File: config.mk
export PLATFORM = sky130hd
export DESIGN_NAME = conv_result_collector
export DESIGN_NICKNAME = d
export VERILOG_FILES = /design/src/rtl/conv_result_collector.sv
export SDC_FILE = /design/constraint.sdc
export NUM_CORES = 1
export LEC_CHECK = 0
export CAP_MARGIN = 20
export CORE_UTILIZATION = 40
export CTS_CLUSTER_DIAMETER = 120
export DETAILED_ROUTE_END_ITERATION = 6
export GPL_ROUTABILITY_DRIVEN = 0
export PLACE_DENSITY = 0.58
export SLEW_MARGIN = 20
export SYNTH_ARGS = -nofsm -noshare
export SYNTH_HDL_FRONTEND = slang
export SYNTH_SLANG_ARGS = --single-unit
File: constraint.sdc
create_clock -name clk -period 3.7 [get_ports clk]
set_clock_uncertainty 0.15 [all_clocks]
set_input_delay 0.74 -clock clk [delete_from_list [all_inputs] [get_ports clk]]
set_output_delay 0.74 -clock clk [all_outputs]
set_load 0.05 [all_outputs]
File: src/rtl/conv_result_collector.sv
// ---------------------------------------------------------------------------
// conv_result_collector
//   Sink for the raster stream produced by the convolutor. It follows the
//   pixel position of every en-qualified sample, throws away border and
//   wrap-around results whose KxK window is incomplete, and queues the valid
//   results (plus an end-of-frame flag) in a small show-ahead FIFO drained
//   over a valid/ready stream.
//
//   Optional build macro: CONV_COLLECT_RELU_EN
//     defined   : data_i is signed; negative valid results are written as 0.
//     undefined : data_i is forwarded bit-exact.
//
// Ports
//   clk       in   rising-edge clock
//   rst_n     in   asynchronous active-low reset
//   en        in   sample strobe (same strobe that drives the convolutor)
//   data_i    in   convolutor output sample
//   in_ready  out  registered: upstream may assert en next cycle
//   m_valid   out  m_data/m_last hold a result
//   m_ready   in   downstream accepts the current result
//   m_data    out  valid convolution result, raster order
//   m_last    out  last result of a frame (pixel N-1,N-1)
//   overflow  out  sticky: a valid result was lost to a full FIFO
// ---------------------------------------------------------------------------
module conv_result_collector #(
  parameter int N          = 4,
  parameter int DATA_WIDTH = 16,
  parameter int K_SIZE     = 3,
  parameter int LATENCY    = 1,
  parameter int FIFO_DEPTH = 4
) (
  input  logic                  clk,
  input  logic                  rst_n,
  input  logic                  en,
  input  logic [DATA_WIDTH-1:0] data_i,
  output logic                  in_ready,
  output logic                  m_valid,
  input  logic                  m_ready,
  output logic [DATA_WIDTH-1:0] m_data,
  output logic                  m_last,
  output logic                  overflow
);

  localparam int CW = (N > 1) ? $clog2(N) : 1;
  localparam int FW = (LATENCY > 0) ? $clog2(LATENCY + 1) : 1;
  localparam int AW = (FIFO_DEPTH > 1) ? $clog2(FIFO_DEPTH) : 1;
  localparam int NW = $clog2(FIFO_DEPTH + 1);

  typedef enum logic {S_WARMUP, S_RUN} state_t;

  state_t              r_state;
  logic [FW-1:0]       r_fill;
  logic [CW-1:0]       r_row;
  logic [CW-1:0]       r_col;
  logic [DATA_WIDTH:0] r_mem [FIFO_DEPTH];
  logic [AW-1:0]       r_wr;
  logic [AW-1:0]       r_rd;
  logic [NW-1:0]       r_cnt;
  logic                r_ovf;
  logic                r_in_ready;

  logic                  w_pos_ok;
  logic                  w_last;
  logic                  w_sample;
  logic                  w_full;
  logic                  w_pop;
  logic                  w_push;
  logic                  w_drop;
  logic [NW-1:0]         w_cnt_nxt;
  logic [DATA_WIDTH-1:0] w_wdata;

  // Window is complete only once K_SIZE-1 rows and columns have been seen.
  assign w_pos_ok = (r_row >= CW'(K_SIZE - 1)) && (r_col >= CW'(K_SIZE - 1));
  assign w_last   = (r_row == CW'(N - 1)) && (r_col == CW'(N - 1));
  assign w_sample = en && (r_state == S_RUN) && w_pos_ok;
  assign w_full   = (r_cnt == NW'(FIFO_DEPTH));
  assign w_pop    = (r_cnt != '0) && m_ready;
  // A simultaneous pop frees the slot, so a full FIFO still accepts the push.
  assign w_push   = w_sample && (!w_full || w_pop);
  assign w_drop   = w_sample && w_full && !w_pop;

`ifdef CONV_COLLECT_RELU_EN
  assign w_wdata = data_i[DATA_WIDTH-1] ? '0 : data_i;
`else
  assign w_wdata = data_i;
`endif

  always_comb begin
    w_cnt_nxt = r_cnt;
    if (w_push && !w_pop)
      w_cnt_nxt = r_cnt + NW'(1);
    else if (!w_push && w_pop)
      w_cnt_nxt = r_cnt - NW'(1);
  end

  // Position tracker: pipeline warm-up, then raster row/col per en sample.
  always_ff @(posedge clk or negedge rst_n) begin
    if (!rst_n) begin
      r_state <= (LATENCY == 0) ? S_RUN : S_WARMUP;
      r_fill  <= '0;
      r_row   <= '0;
      r_col   <= '0;
    end else if (en) begin
      case (r_state)
        S_WARMUP: begin
          if (r_fill == FW'(LATENCY - 1))
            r_state <= S_RUN;
          else
            r_fill <= r_fill + FW'(1);
        end
        default: begin
          if (r_col == CW'(N - 1)) begin
            r_col <= '0;
            r_row <= (r_row == CW'(N - 1)) ? '0 : r_row + CW'(1);
          end else begin
            r_col <= r_col + CW'(1);
          end
        end
      endcase
    end
  end

  // FIFO control, sticky overflow and registered in_ready.
  always_ff @(posedge clk or negedge rst_n) begin
    if (!rst_n) begin
      r_wr       <= '0;
      r_rd       <= '0;
      r_cnt      <= '0;
      r_ovf      <= 1'b0;
      r_in_ready <= 1'b1;
    end else begin
      if (w_push) r_wr <= (r_wr == AW'(FIFO_DEPTH - 1)) ? '0 : r_wr + AW'(1);
      if (w_pop)  r_rd <= (r_rd == AW'(FIFO_DEPTH - 1)) ? '0 : r_rd + AW'(1);
      r_cnt      <= w_cnt_nxt;
      if (w_drop) r_ovf <= 1'b1;
      r_in_ready <= (w_cnt_nxt <= NW'(FIFO_DEPTH - 2));
    end
  end

  // FIFO storage holds data only; no reset needed.
  always_ff @(posedge clk) begin
    if (w_push) r_mem[r_wr] <= {w_last, w_wdata};
  end

  // Show-ahead head; forced to zero while empty so reset clears the outputs.
  assign m_valid  = (r_cnt != '0);
  assign m_data   = m_valid ? r_mem[r_rd][DATA_WIDTH-1:0] : '0;
  assign m_last   = m_valid ? r_mem[r_rd][DATA_WIDTH] : 1'b0;
  assign overflow = r_ovf;
  assign in_ready = r_in_ready;

endmodule
# Word level (Yosys, flattened, before mapping)
# Memories as Yosys holds them, arrays and structs flattened.
# Cells that the tools add are included.
# word_totals
output_inout_bits	20
mem_bits_rw	68
mem_bits_ro	0
register_bits	15
mem_count	1
latchBits	0
elab_cells	57
input_bits	20
# memory_table
memory	words	width	rd	rd_ports_with_merged_regs	write_ports	line_no	source
r_mem	4	17	1	0	1	55	logic [DATA_WIDTH:0] r_mem [FIFO_DEPTH];
# classes
muxes	13
shifts	0
n_mul	0
addsub	7
order_cmp	3
bitwise_logic	1
div_mod_pow	0
eq_ne	5
n_reduce_logical	18
# ops
operator	n
$mux W16	1
$logic_and A1 B1 Y1	10
$add A2 B1 Y2 const B	4
$eq A2 B2 Y1 const B	4
$mux W2	4
$mux W1	6
$mux W3	2
$ge A2 B2 Y1 const B	2
$reduce_and A2 Y1	2
$add A3 B1 Y3 const B	1
$eq A3 B3 Y1 const B	1
$le A3 B2 Y1 const B	1
$logic_not A1 Y1	3
$reduce_and A3 Y1	1
$reduce_bool A3 Y1	1
$sub A3 B1 Y3 const B	1
$add A1 B1 Y1 const B	1
$logic_or A1 B1 Y1	1
$not A1 Y1	1

# Logic depth before layout (Yosys ltp)
# depth
ltp_word	9
ltp_mapped	9
depth_no_buf	8

# Least setup slack after synthesis
# OpenSTA, ideal clock, no wires.
# synth_path
kind	reg-to-output
from	register r_cnt[0]
to	output m_data[12]
stages_incl_launch_ff	8
path_slack_ns	0.783
required_ns	2.810
n_path_buf	1
t_arrival_ns	2.027
cell_sequence	dfrtp_1 > inv_1 > ha_1 > inv_1 > nor2_1 > inv_1 > clkbuf_1 > and2_1
# synth_via
elab_chain_len	2
# synth_lines
element	line_no	source
start, declared	58	logic [NW-1:0] r_cnt;
start signal, assigned	134	r_cnt <= w_cnt_nxt;
$reduce_bool A3 Y1	146	assign m_valid = (r_cnt != '0);
via m_valid	37	output logic m_valid,
$mux W16	147	assign m_data = m_valid ? r_mem[r_rd][DATA_WIDTH-1:0] : '0;
end, declared	39	output logic [DATA_WIDTH-1:0] m_data,
# The timed path passes the listed nets, and every way through them passes these cells.

# Worst setup path in the final report
# layout_path
from	register r_cnt[0]
to	output m_data[0]
# layout_via
elab_chain_len	2
# layout_lines
element	line_no
$reduce_bool A3 Y1	146
$mux W16	147
# Every way passes these cells.

==> flow_summary_export.csv <==
group,metric,value,unit
cells_and_area,syn2layout_area_growth,20.0,%
synth,ys.flop_type,"edfxtp_1",
synth,synthTopCellsByArea,"edfxtp_1 58%, mux4_2 11%, dfrtp_1 9.3%",
power,p_leak,1.51,nW
flow_run,cap_violations,0,
power,vdd_drop_max,0.000331,V
timing,max_slew_margin,52.9,%
die,ioPinCount,40,
timing,fin_setup_tns,0,ns
synth,synth_most_common_cell,"edfxtp_1",
global_routing,antenna_found_initial,0,
detailed_routing,vias,1849,
synth,synthArstFlopShare,17.1,%
place,dp_hpwl,3990,um
detailed_routing,firstDrtPassIters,4,
clock_tree,htreeDepth,3,
die,start_util,42.1,%
synth,yosysTopAreaCellShare,58.1,%
power,p_int,2.10,mW
cells_and_area,diodes,0,
synth,synth_top_cell_by_area,"edfxtp_1",
power,power_density,833,nW/um^2
timing,period_share,91.8,%
timing,slew_violations,0,
die,die_area,9170,sq um
global_routing,grt_overflow,0,
cells_and_area,final_cells,368,
setup_path,critical_path_peak_fanout,8,
synth,synthesis.area,3510,sq um
timing,hold_viol,0,
timing,final-setup-viol-count,0,
setup_path,end_kind,"output port",
clock_tree,holdBufCountCts,0,
place,dp.cells,352,
clock_tree,cts_tree,"yes",
clock_tree,clock_latency,0.34,ns
detailed_routing,drt_iter0_drc,78,
detailed_routing,drc,0,
die,core-area,8340,sq um
setup_path,crit_required,2.81,ns
clock_tree,clk_pin_slew,0.08,ns
place,port_buffers,39,
synth,ys_seq_elements,82,
power,switching_power,1.42,mW
global_routing,grt_pass1_vias,1892,
timing,tightest_slew,0.704,ns
power,p_seq_share,35.5,%
detailed_routing,final_antenna_net_count,0,
detailed_routing,routed_via_density,5.02,
clock_tree,cts_resized,0,
synth,syn_nets,239,
die,rows,33,
detailed_routing,wl_per_cell,16.2,um
synth,synth-edff-count,68,
synth,avgSynthCellArea,17.0,sq um
clock_tree,numCtsBuffers,9,
place,placed_area,4020,sq um
run_status,status,"completed",
cells_and_area,nets,290,
power,pwr-share-comb,46.3,%
power,power,3.52,mW
setup_path,startpoint_type,"register",
clock_tree,cts_root_buffer,"clkbuf_8",
clock_tree,cts_buffer_depth,2,
cells_and_area,fill_cells,740,
synth,yosysUniqueCellTypes,39,
clock_tree,clock_sinks,82,
synth,seq_area_frac_synth,68.1,%
cells_and_area,final_cell_area,4220,sq um
synth,synth_common_cells,"68 x edfxtp_1, 22 x and2_1, 17 x mux4_2, 13 x dfrtp_1, 12 x ha_1",
cells_and_area,multi_input_area,1040,sq um
global_routing,track_usage,15.0,%
timing,period_minus_slack,3.40,ns
cells_and_area,drive_gt1_share,24.3,%
synth,synthesis.yosys.warnings,0,
hold_path,min_path_type,"reg2reg",
setup_path,arrival,2.51,ns
global_routing,grt_pass1_wl,9750,um
die,die_x,95.7,um
setup_path,critPathKind,"reg2out",
synth,synthCells,207,
power,p_sw_share,40.3,%
cells_and_area,register_area,2390,sq um
clock_tree,post-cts-setup-buffers,0,
power,p_clk_share,18.2,%
detailed_routing,wl,5950,um
timing,rsz0062_at_grt,"false",
die,dieHeight,95.7,um
global_routing,grt_max_degree,18,
timing,max_clock_freq,0.294,GHz
==> stage by stage <==
step | setup WS (ns) | hold WS (ns) | util (%)
5_1_grt | 0.115 | 0.349 | 50.6
3_3_place_gp | 0.578 | 0.294 | 48.2
3_5_place_dp | 0.501 | 0.293 | 48.2
4_1_cts | 0.247 | 0.312 | 50.6
2_1_floorplan | 0.783 | 0.294 | -
6_report | 0.304 | 0.306 | 50.6
==> registers in the layout, indices dropped and copies added, names as in the netlist <==
signal / cells
in_ready: 1
overflow: 1
r_cnt: 3
r_col: 2
r_mem: 68
r_rd: 2
r_row: 2
r_state: 1
r_wr: 2
==> worst max-delay path, cell delays in order, from the launching register on <==
cell	delay, ns
dfrtp_1	0.42
inv_1	0.10
ha_1	0.27
inv_1	0.14
nor2_1	0.08
inv_1	0.20
and2_1	0.16
clkdlybuf4s50_1	0.79
==> area by class of cell <==
class / count / share of cell area [%]
Clock inverter: 7 / 1.81
Inverter: 11 / 0.979
Tap cell: 105 / 3.11
Timing Repair Buffer: 47 / 9.85
Multi-Input combinational cell: 107 / 24.6
Sequential cell: 82 / 56.7
Clock buffer: 9 / 2.94
==> final timing paths <==
path                                 startpoint                      to  slack (ns)  depth (start not counted)
max                          r_cnt[0]$_DFF_PN0_               m_data[0]        0.30                          7
min                        overflow$_DFFE_PN0P_    overflow$_DFFE_PN0P_        0.31                          1
max reg2reg                r_row[0]$_DFFE_PN0P_  r_mem[1][16]$_DFFE_PP_        1.21                          7
min reg2reg                overflow$_DFFE_PN0P_    overflow$_DFFE_PN0P_        0.31                          1
max in group asynchronous                 rst_n     r_wr[0]$_DFFE_PN0P_        2.28                          1
min in group asynchronous                 rst_n      r_cnt[0]$_DFF_PN0_        0.67                          1
==> routing by layer <==
layer / GRT usage, % / share of wire, %
met5: 0 / 0
met1: 19.8 / 46
met3: 5.13 / 3.8
met4: 3.73 / 0.91
met2: 24.0 / 49
==> kinds of logic (layout without fill, tap and decap cells) <==
group,after synthesis,in the layout,synth area share (%)
AO/OA/AOI/OAI,23,23,5.41
XOR/XNOR,1,1,0.249
adder cells (fa/ha/maj),12,12,4.27
buffers and inverters,18,74,2.42
flip-flops,82,82,68.1
multiplexers,18,18,11.2
AND/OR/NAND/NOR,53,53,8.33
==> power groups by stage <==
stage                     logic, mW  registers [mW]  clock network, mW
after floorplan                1.24            1.27                  0
after global placement         1.65            1.27                  0
after detailed placement       1.65            1.27                  0
after CTS                      1.65            1.25              0.665
after global routing           1.76            1.27              0.702
final                          1.63            1.25              0.640
==> placed cells by master, fill, tap and decap left out, types with 2 or more instances in the layout <==
cell type,netlist,routed
edfxtp_1,68,68
clkdlybuf4s50_1,0,25
and2_1,22,22
buf_4,2,22
mux4_2,17,17
dfrtp_1,13,13
ha_1,12,12
inv_1,11,11
nand2_1,10,10
clkbuf_8,0,9
nor2_1,7,7
o21ai_0,6,6
nor3_1,5,5
a21o_1,4,4
a21oi_1,2,2
clkinvlp_4,0,2
inv_6,0,2
Note: power is estimated with default switching activity, not from simulation.
